`config.mk`:
```
export PLATFORM = sky130hd
export DESIGN_NAME = stopwatch_cu
export DESIGN_NICKNAME = d
export VERILOG_FILES = /design/src/rtl/stopwatch_pkg.sv /design/src/rtl/btn_debounce.sv /design/src/rtl/stopwatch_cu.sv
export SDC_FILE = /design/constraint.sdc
export NUM_CORES = 1
export LEC_CHECK = 0
export CAP_MARGIN = 5
export CORE_UTILIZATION = 44
export DETAILED_ROUTE_END_ITERATION = 6
export PLACE_DENSITY_LB_ADDON = 0.12
export SETUP_SLACK_MARGIN = 0.5
export SLEW_MARGIN = 20
export SYNTH_ARGS = -nofsm -noshare
export SYNTH_HDL_FRONTEND = slang
export SYNTH_SLANG_ARGS = --single-unit
```
`constraint.sdc`:
```
create_clock -name clk -period 1.3 [get_ports clk]
set_input_delay 0.39 -clock clk [delete_from_list [all_inputs] [get_ports clk]]
set_output_delay 0.39 -clock clk [all_outputs]
set_load 0.05 [all_outputs]
```
`src/rtl/stopwatch_pkg.sv`:
```
// Shared definitions for the stopwatch control unit: FSM encoding,
// default debounce length and time field widths.
package stopwatch_pkg;

  typedef enum logic [1:0] {
    ST_STOP  = 2'd0,
    ST_RUN   = 2'd1,
    ST_CLEAR = 2'd2
  } sw_state_e;

  localparam int DEBOUNCE_DEFAULT = 100_000;

  localparam int MSEC_W = 7;
  localparam int SEC_W  = 6;
  localparam int MIN_W  = 6;
  localparam int HOUR_W = 5;

endpackage

```
`src/rtl/btn_debounce.sv`:
```
// One button path: 2-FF synchronizer, stability counter and a registered
// rising-edge press pulse. Releases are debounced but never pulse.
module btn_debounce #(
  parameter int DEBOUNCE_CYCLES = 100_000
) (
  input  logic clk,
  input  logic rst,
  input  logic i_btn,
  output logic o_press
);

  localparam int CW = $clog2(DEBOUNCE_CYCLES + 1);
  localparam logic [CW-1:0] CNT_MAX = CW'(DEBOUNCE_CYCLES);

  logic          sync1_q, sync2_q;
  logic          level_q, level_d;
  logic          prev_q, press_q;
  logic [CW-1:0] cnt_q, cnt_d;

  // Any sample matching the accepted level restarts the stability count.
  always_comb begin
    level_d = level_q;
    cnt_d   = '0;
    if (sync2_q != level_q) begin
      if (cnt_q == CNT_MAX) level_d = sync2_q;
      else                  cnt_d   = cnt_q + 1'b1;
    end
  end

  always_ff @(posedge clk) begin
    if (rst) begin
      sync1_q <= 1'b0;
      sync2_q <= 1'b0;
      level_q <= 1'b0;
      prev_q  <= 1'b0;
      press_q <= 1'b0;
      cnt_q   <= '0;
    end else begin
      sync1_q <= i_btn;
      sync2_q <= sync1_q;
      level_q <= level_d;
      prev_q  <= level_q;
      press_q <= level_q & ~prev_q;
      cnt_q   <= cnt_d;
    end
  end

  assign o_press = press_q;

endmodule

```
`src/rtl/stopwatch_cu.sv`:
```
// Stopwatch control unit: button debouncing, STOP/RUN/CLEAR sequencing and
// the optional lap-hold display freeze (enabled by defining STOPWATCH_LAP_EN).
module stopwatch_cu
  import stopwatch_pkg::*;
#(
  parameter int DEBOUNCE_CYCLES = DEBOUNCE_DEFAULT
) (
  input  logic              clk,
  input  logic              rst,
  input  logic              i_btn_runstop,
  input  logic              i_btn_clear,
  input  logic              i_btn_lap,
  input  logic [MSEC_W-1:0] i_msec,
  input  logic [SEC_W-1:0]  i_sec,
  input  logic [MIN_W-1:0]  i_min,
  input  logic [HOUR_W-1:0] i_hour,
  output logic              o_runstop,
  output logic              o_clear,
  output logic              o_lap_hold,
  output logic [MSEC_W-1:0] o_msec,
  output logic [SEC_W-1:0]  o_sec,
  output logic [MIN_W-1:0]  o_min,
  output logic [HOUR_W-1:0] o_hour
);

  sw_state_e state_q, state_d;
  logic      rs_press, clr_press, lap_press;
  logic      lap_toggle, lap_release;

  btn_debounce #(.DEBOUNCE_CYCLES(DEBOUNCE_CYCLES)) u_db_runstop (
    .clk(clk), .rst(rst), .i_btn(i_btn_runstop), .o_press(rs_press)
  );

  btn_debounce #(.DEBOUNCE_CYCLES(DEBOUNCE_CYCLES)) u_db_clear (
    .clk(clk), .rst(rst), .i_btn(i_btn_clear), .o_press(clr_press)
  );

`ifdef STOPWATCH_LAP_EN
  btn_debounce #(.DEBOUNCE_CYCLES(DEBOUNCE_CYCLES)) u_db_lap (
    .clk(clk), .rst(rst), .i_btn(i_btn_lap), .o_press(lap_press)
  );
`else
  assign lap_press = 1'b0;
`endif

  // Priority runstop > clear > lap; a lower-priority pulse in the same clock is dropped.
  always_comb begin
    state_d     = state_q;
    lap_toggle  = 1'b0;
    lap_release = 1'b0;
    unique case (state_q)
      ST_STOP: begin
        if (rs_press)       state_d     = ST_RUN;
        else if (clr_press) state_d     = ST_CLEAR;
        else if (lap_press) lap_release = 1'b1;
      end
      ST_RUN: begin
        if (rs_press)                     state_d    = ST_STOP;
        else if (!clr_press && lap_press) lap_toggle = 1'b1;
      end
      ST_CLEAR: begin
        state_d     = ST_STOP;
        lap_release = 1'b1;
      end
      default: state_d = ST_STOP;
    endcase
  end

  always_ff @(posedge clk) begin
    if (rst) state_q <= ST_STOP;
    else     state_q <= state_d;
  end

  assign o_runstop = (state_q == ST_RUN);
  assign o_clear   = (state_q == ST_CLEAR);

`ifdef STOPWATCH_LAP_EN
  logic              hold_q, hold_d, capture;
  logic [MSEC_W-1:0] lap_msec_q;
  logic [SEC_W-1:0]  lap_sec_q;
  logic [MIN_W-1:0]  lap_min_q;
  logic [HOUR_W-1:0] lap_hour_q;

  always_comb begin
    hold_d  = hold_q;
    capture = 1'b0;
    if (lap_release) begin
      hold_d = 1'b0;
    end else if (lap_toggle) begin
      hold_d  = ~hold_q;
      capture = ~hold_q;
    end
  end

  always_ff @(posedge clk) begin
    if (rst) begin
      hold_q     <= 1'b0;
      lap_msec_q <= '0;
      lap_sec_q  <= '0;
      lap_min_q  <= '0;
      lap_hour_q <= '0;
    end else begin
      hold_q <= hold_d;
      if (capture) begin
        lap_msec_q <= i_msec;
        lap_sec_q  <= i_sec;
        lap_min_q  <= i_min;
        lap_hour_q <= i_hour;
      end
    end
  end

  assign o_lap_hold = hold_q;
  assign o_msec     = hold_q ? lap_msec_q : i_msec;
  assign o_sec      = hold_q ? lap_sec_q  : i_sec;
  assign o_min      = hold_q ? lap_min_q  : i_min;
  assign o_hour     = hold_q ? lap_hour_q : i_hour;
`else
  logic unused_lap;
  assign unused_lap = i_btn_lap ^ lap_toggle ^ lap_release;

  assign o_lap_hold = 1'b0;
  assign o_msec     = i_msec;
  assign o_sec      = i_sec;
  assign o_min      = i_min;
  assign o_hour     = i_hour;
`endif

endmodule

```
==> key figures, run 1 <==
Run status
  • Status: finished, violations left
  • Failing checks: setup timing

Min path
  • Worst hold start: u_db_runstop.prev_q
  • Endpoint, Worst Hold: u_db_runstop.o_press
  • Min-Delay Path Class: reg -> reg
  • Hold path cells: 1

Synth
  • Post-Syn Instances: 234
  • Post-synthesis instance area: 2170 um^2
  • Seq/Total Area, Yosys: 42.4%
  • Synth Net Count: 267
  • Avg Inst Size Synth: 9.27 um^2
  • FF+latch count, synth: 46
  • YS warnings: 0
  • Yosys cell types: 34

Placement
  • Post-DP HPWL: 2970 um
  • Port bufs: 5
  • Final GP Congestion: 0.760
  • Area of placed instances: 2470 um^2
  • Pre-CTS setup slack: -236 ps
  • DP Cell Count: 317

Final layout
  • ANT cells: 0
  • Non-Filler Instances: 340
  • Area of the multi-input gates: 1420 um^2
  • Post-layout util: 65.6%
  • Nets: 305
  • FILL cells: 358
  • Area grow syn2layout: 42.8%
  • Fraction of layout instances using a drive strength above 1: 50.2%
  • Regs by FF count: u_db_clear.cnt_q: 17 flops, u_db_runstop.cnt_q: 17 flops, state_q: 2 flops
  • Sequential cell area: 941 um^2
  • Post-route cell area: 3100 um^2

Floorplan
  • Starting Density: 45.9%
  • Num ports: 56
  • Die width: 72.2 um
  • Num rows: 25
  • Total core area: 4720 um^2
  • Die Y: 72.2 um
  • Full die area: 5220 um^2

Power and ir drop
  • Worst VDD drop: 0.734 mV
  • Switching share of power: 21.0%
  • Combinational share of power: 2.8%
  • Clock network power share: 41.7%
  • Power Density: 823 nW/um^2
  • Switch Pwr: 0.535 mW
  • Sequential Power Share: 55.5%
  • Pint: 2.02 mW
  • Final Total Pwr: 2.55 mW
  • LEAKAGE: 1.16 nW

Global routing
  • First-pass GRT wire length: 8110 um
  • Largest net degree at the start of global routing: 17
  • Vias in the first global route: 1756
  • GRT overflow: 0
  • Initial antenna violation count: 0
  • Global Route Usage Sum: 20.3%

Clocking
  • Clk root buf: clkbuf_8
  • CTS buffer count: 5
  • Bufs on Longest Clock Path: 2
  • Clk_lat worst skew: 300 ps
  • H-Tree Level Count: 2
  • Clock sink count: 46
  • Clk slew on worst S/H paths: 80 ps
  • CTS tree: yes
  • Post-cts hold buffer count: 0

Critical path
  • FF-to-FF path depth: 6
  • R2r setup slk: -210 ps
  • Reg2reg end: u_db_clear.level_q
  • Crit. End Element: flip-flop
  • Startpoint class of the critical path: flip-flop
  • Crit path DAT: 1710 ps
  • Most used cell, CP: buf_6
  • Slowest-stage cell, CP: dfxtp_1
  • WP data required: 1500 ps
  • Critical path's top delay family: simple AND/OR/NAND/NOR gates
  • WP buf/inv: 2
  • Critical path type: reg -> reg
  • Max incr delay on CP: 370 ps
  • Crit-path cells: nor4_1, nand4_1, buf_6, buf_6, mux2i_1, nor2_1
  • Max FO, Critical Path: 4
  • Reg2Reg Launch Point: u_db_clear.cnt_q[11]

Detailed routing
  • Vias/cell: 5.17
  • Pre-antenna DRT Iters: 4
  • ANT nets after route: 0
  • Iteration-0 DRC count of the detailed router: 66
  • DR vias: 1757
  • Routed len/inst: 15.4 um
  • DR DRC count: 0
  • Drt total wl: 5220 um

Timing
  • Fin. Hold Viols: 0
  • Final setup fails: 38
  • Final hold slack: 389 ps
  • Post-route minimum period: 1510 ps
  • RSZ-0062 raised after global routing: true
  • Final worst slack: -209 ps
  • Final Max Tran Viols: 0
  • Clk_skew: 4.62 ps
  • Fmax: 0.663 GHz
  • Tcrit/Tclk final: 116%
  • Setup TNS: -2130 ps

Job
  • Max-Cap Viols: 0
==> power by group through the flow <==
| stage | Combinational (mW) | Sequential [mW] | Clock (mW) |
|---|---|---|---|
| 2_1_floorplan | 0.338 | 1.45 | 0 |
| 3_3_place_gp | 0.0465 | 1.45 | 0 |
| 3_5_place_dp | 0.0479 | 1.45 | 0 |
| 4_1_cts | 0.0614 | 1.42 | 1.09 |
| 5_1_grt | 0.0775 | 1.42 | 1.15 |
| 6_report | 0.0717 | 1.42 | 1.06 |
==> synthesized netlist by cell type (all sizes together) <==
cell    number  area, um^2
and2         2        12.5
nand3       12        72.6
and4         5        50.1
conb         1        3.75
nor2b       10        62.6
xor2        14         123
and4bb       1        12.5
nor3         6        30.0
nor4b        1        8.76
nor4         8        50.1
clkbuf       2        8.75
dfxtp       46         921
buf         28         214
nand4       14         103
o21ai        1        5.00
xnor2       18         158
nor4bb       2        20.0
and3         3        18.8
or3          1        6.26
nor2        38         150
and4b        1        10.0
ha           4        50.1
mux2i        2        20.0
a21oi        1        8.76
nand2        7        28.8
inv          6        22.5
==> logic make-up (layout without fill, tap and decap cells) <==
logic type	count (synthesis)	in the layout	share of synthesized area [%]
AND/OR/NAND/NOR	111	114	29.3
flip-flops	46	46	42.4
buffers and inverters	36	72	11.3
XOR/XNOR	32	32	12.9
adder cells (fa/ha/maj)	4	4	2.31
AO/OA/AOI/OAI	2	2	0.634
multiplexers	2	2	0.923
other	1	1	0.173
==> layout make-up <==
type	instances	share of cell area, %
multi-input combinational	155	46.0
sequential	46	30.4
timing repair buffer	58	16.7
tap	67	2.71
clock buffer	6	2.34
clock inverter	2	1.21
inverter	6	0.727
==> per-layer routing <==
metal	global-route usage [%]	share of wire, %	vias up	wire [um]
met5	0	0	-	0
met4	7.84	2.0	0	106
met3	6.81	5.2	14	272
met2	34.7	51	56	2690
met1	23.5	41	843	2160
li1	-	-	844	-
==> worst max-delay path by stage <==
stage,from,to,slack (ps),cells past startpoint
floorplan,u_db_clear.cnt_q[0],u_db_clear.cnt_q[5],-5,7
global route,u_db_clear.cnt_q[11],u_db_clear.level_q,-300,6
global placement,rst,u_db_clear.cnt_q[15],-190,4
finish,u_db_clear.cnt_q[11],u_db_clear.level_q,-210,6
detailed placement,rst,u_db_runstop.cnt_q[7],-240,4
CTS,u_db_clear.cnt_q[1],u_db_clear.level_q,-120,7
==> worst register-to-register path: stages (launching register included) <==
cell and delay (ps):
dfxtp_1 370, nor4_1 370, nand4_1 190, buf_6 190, buf_6 120, mux2i_1 130
nor2_1 50
==> placed cells by master (no fill, tap or decap), types with 2 or more instances in the layout <==
master | synthesis | layout
xnor2_2 | 0 | 3
nor4bb_4 | 0 | 2
clkdlybuf4s50_1 | 0 | 2
dfxtp_2 | 0 | 10
nand3_4 | 1 | 2
clkbuf_8 | 0 | 5
nand2_8 | 0 | 4
nor4_2 | 0 | 2
and3_4 | 0 | 2
dfxtp_1 | 46 | 34
inv_2 | 0 | 4
nor3_2 | 0 | 2
nand2_1 | 6 | 5
and2_1 | 2 | 2
nand3_1 | 11 | 10
nand4_4 | 1 | 2
buf_12 | 0 | 3
and4_1 | 2 | 2
ha_4 | 0 | 3
and4_4 | 2 | 3
nor2_1 | 35 | 18
nor2_2 | 3 | 16
xor2_1 | 14 | 14
inv_1 | 6 | 2
nor2b_4 | 0 | 2
nor4_4 | 0 | 5
nand4_1 | 13 | 13
nor3_4 | 0 | 3
xnor2_1 | 18 | 15
nor2_4 | 0 | 4
buf_6 | 1 | 11
buf_4 | 27 | 41
nor2b_1 | 10 | 8
dfxtp_4 | 0 | 2
==> timing repair <==
| item | in CTS | in global routing |
|---|---|---|
| cloned | 2 | 1 |
| setup endpoints to repair | 48 | 40 |
| gates resized for setup | 56 | 35 |
| setup buffers | 7 | 5 |
| pin swaps | 23 | 12 |
No activity file was read; power rests on OpenSTA's default activity.
==> inputs of run 2 (changes only) <==
--- a/config.mk
+++ b/config.mk
@@ -6,8 +6,10 @@
 export NUM_CORES = 1
 export LEC_CHECK = 0
 export CAP_MARGIN = 5
+export CORE_ASPECT_RATIO = 0.9
 export CORE_UTILIZATION = 44
 export DETAILED_ROUTE_END_ITERATION = 6
+export GPL_TIMING_DRIVEN = 1
 export PLACE_DENSITY_LB_ADDON = 0.12
 export SETUP_SLACK_MARGIN = 0.5
 export SLEW_MARGIN = 20
==> run 2 against run 1 <==
The run still ends with setup timing left; register-to-register slack better by 120 ps; first-iteration DRC count is 55% higher; maximum frequency is 8.4% higher; cell count is 0.88% lower; clock skew is 4.1 ps higher; wire length is 4.2% lower; clock power is 14% lower; critical path type unchanged.
==> key figures, run 2 (same netlist as run 1, synthesis figures left out) <==
Detailed routing
  • Vias/cell: 5.04 (-2.4%)
  • Iteration-0 DRC count of the detailed router: 102 (+55%)
  • DR DRC count: 0 (unchanged)
  • Drt total wl: 5000 um (-4.2%)
  • Pre-antenna DRT Iters: 4 (unchanged)
  • DR vias: 1700 (-3.2%)
  • Routed len/inst: 14.8 um (-3.4%)
  • ANT nets after route: 0 (unchanged)

Placement
  • Post-DP HPWL: 2900 um (-2.4%)
  • DP Cell Count: 312 (-1.6%)
  • Port bufs: 5 (unchanged)
  • Final GP Congestion: 0.796 (+4.7%)

Clocking
  • Clk root buf: clkbuf_8
  • CTS buffer count: 5 (unchanged)
  • Clk_lat worst skew: 300 ps (about the same)
  • Clk slew on worst S/H paths: 80 ps (about the same)
  • H-Tree Level Count: 2 (unchanged)
  • Clock sink count: 46 (unchanged)
  • Bufs on Longest Clock Path: 2 (unchanged)
  • CTS tree: yes
  • Post-cts hold buffer count: 0 (unchanged)

Global routing
  • Largest net degree at the start of global routing: 14 (-3)
  • Initial antenna violation count: 0 (unchanged)
  • Vias in the first global route: 1662 (-5.4%)
  • First-pass GRT wire length: 7780 um (-4.0%)
  • Global Route Usage Sum: 19.5% (-0.88 points)
  • GRT overflow: 0 (unchanged)

Floorplan
  • Die Y: 68.6 um (-5.0%)
  • Num rows: 23 (-8.0%)
  • Total core area: 4600 um^2 (-2.5%)
  • Full die area: 5220 um^2 (about the same)
  • Starting Density: 47.1% (+1.2 points)
  • Die width: 76.0 um (+5.3%)
  • Num ports: 56 (unchanged)

Final layout
  • Nets: 307 (+0.66%)
  • Sequential cell area: 947 um^2 (+0.66%)
  • Regs by FF count: u_db_clear.cnt_q: 17 flops, u_db_runstop.cnt_q: 17 flops, state_q: 2 flops
  • FILL cells: 365 (+2.0%)
  • ANT cells: 0 (unchanged)
  • Non-Filler Instances: 337 (-0.88%)
  • Leading cell types in the layout, fill and taps excluded: buf_4, dfxtp_1, xnor2_1, nor2_1, nor2_2
  • Area of the multi-input gates: 1430 um^2 (+0.61%)
  • Fraction of layout instances using a drive strength above 1: 51.6% (+1.5 points)
  • Most common cell after layout, fill and taps aside: buf_4
  • Area grow syn2layout: 42.8% (about the same)

Timing
  • Fmax: 0.718 GHz (+8.4%)
  • Clk_skew: 8.69 ps (+4.07 ps)
  • Final setup fails: 38 (unchanged)
  • Final worst slack: -92.2 ps (+117 ps)
  • RSZ-0062 raised after global routing: true
  • Final Max Tran Viols: 0 (unchanged)
  • Worst Tran Pin Value: 754 ps
  • Fin. Hold Viols: 0 (unchanged)
  • Post-route minimum period: 1390 ps (-117 ps)
  • Tcrit/Tclk final: 107% (-9.0 points)
  • Rel. slew slack: 49.5%

Power and ir drop
  • Clock network power share: 38.0% (-3.7 points)
  • Switch Pwr: 0.530 mW (-1.0%)
  • Switching share of power: 22.1% (+1.1 points)
  • Worst VDD drop: 0.772 mV (+5.2%)
  • Combinational share of power: 3.2% (+0.4 points)
  • Final Total Pwr: 2.40 mW (-5.9%)
  • Pint: 1.87 mW (-7.2%)
  • Power Density: 774 nW/um^2 (-5.9%)
  • LEAKAGE: 1.17 nW (+1.1%)
  • Sequential Power Share: 58.8% (+3.3 points)

Critical path
  • Startpoint class of the critical path: flip-flop
  • Crit path DAT: 1640 ps (-70 ps)
  • Slowest-stage cell, CP: nor2_1
  • Max FO, Critical Path: 8 (+4)
  • WP buf/inv: 0 (-2)
  • Max incr delay on CP: 580 ps (+210 ps)
  • Critical path's top delay family: simple AND/OR/NAND/NOR gates
  • WP data required: 1550 ps (+50 ps)
  • Critical path type: reg -> reg
  • R2r setup slk: -90 ps (+120 ps)
  • Crit-path cells: xnor2_1, nor2_1, nand2_8, nor2_2
  • Crit. End Element: flip-flop

Job
  • Max-Cap Viols: 0 (unchanged)

Run status
  • Status: finished, violations left
  • Failing checks: setup timing

Min path
  • Min-Delay Path Class: in -> reg
==> run 2: cell types whose count changed in the layout (fill, tap and decap cells not counted), moves of 2 or more <==
cell	previous run	this run
xor2_1	14	11
dfxtp_4	2	4
nor4_4	5	3
nor2_2	16	14
buf_4	41	44
nor2_4	4	8
nor2_1	18	16
xor2_2	0	3
==> run 2: repair_timing <==
action,in CTS,in global routing
endpoints found under the setup margin,48,40
setup buffers,12,2
gates resized for setup,46,51
cloned,3,0
pin swaps,20,17
==> run 2: per-layer routing <==
layer,part of all wire [%],global-route usage [%]
met5,0,0
met4,1.6,10.8
met3,4.7,3.95
met2,45,29.0
met1,48,26.7
==> run 2: worst paths after layout <==
kind	startpoint	to	cells after the start
worst max register to register	u_db_runstop.level_q	u_db_runstop.cnt_q[10]	4
worst min register to register	u_db_clear.prev_q	u_db_clear.o_press	1
worst max-delay path	u_db_runstop.level_q	u_db_runstop.cnt_q[10]	4
worst min-delay path	rst	u_db_clear.level_q	2
==> run 2: power groups by stage <==
stage / logic, mW / clock network (mW) / registers (mW)
after CTS: 0.0624 / 0.929 / 1.41
final: 0.0760 / 0.912 / 1.41
after global routing: 0.0820 / 0.987 / 1.41
after global placement: 0.0485 / 0 / 1.45
after floorplan: 0.338 / 0 / 1.45
after detailed placement: 0.0493 / 0 / 1.45
==> run 2: layout make-up <==
class / count / area share [%]
Clock buffer: 7 / 2.79
Clock inverter: 1 / 0.161
Inverter: 6 / 0.727
Multi-Input combinational cell: 155 / 46.2
Sequential cell: 46 / 30.6
Tap cell: 62 / 2.50
Timing Repair Buffer: 60 / 17.0
==> run 2: worst reg2reg max path: stages, from the launching register on <==
cell and delay (ps):
dfxtp_1 340, xnor2_1 120, nor2_1 580, nand2_8 170, nor2_2 130
==> run 2: per-stage QoR <==
stage / setup WS, ps / hold slack (ps) / instance area (um^2) / utilization [%] / setup TNS, ps
floorplan: -4.87 / 367 / 2560 / - / -48.4
finish: -92.2 / 342 / 3100 / 67.3 / -2340
global route: -222 / 352 / 3100 / 67.3 / -5710
CTS: -129 / 335 / 2860 / 62.0 / -1310
detailed placement: -314 / 372 / 2460 / 53.4 / -9680
global placement: -240 / 372 / 2460 / 53.4 / -7800
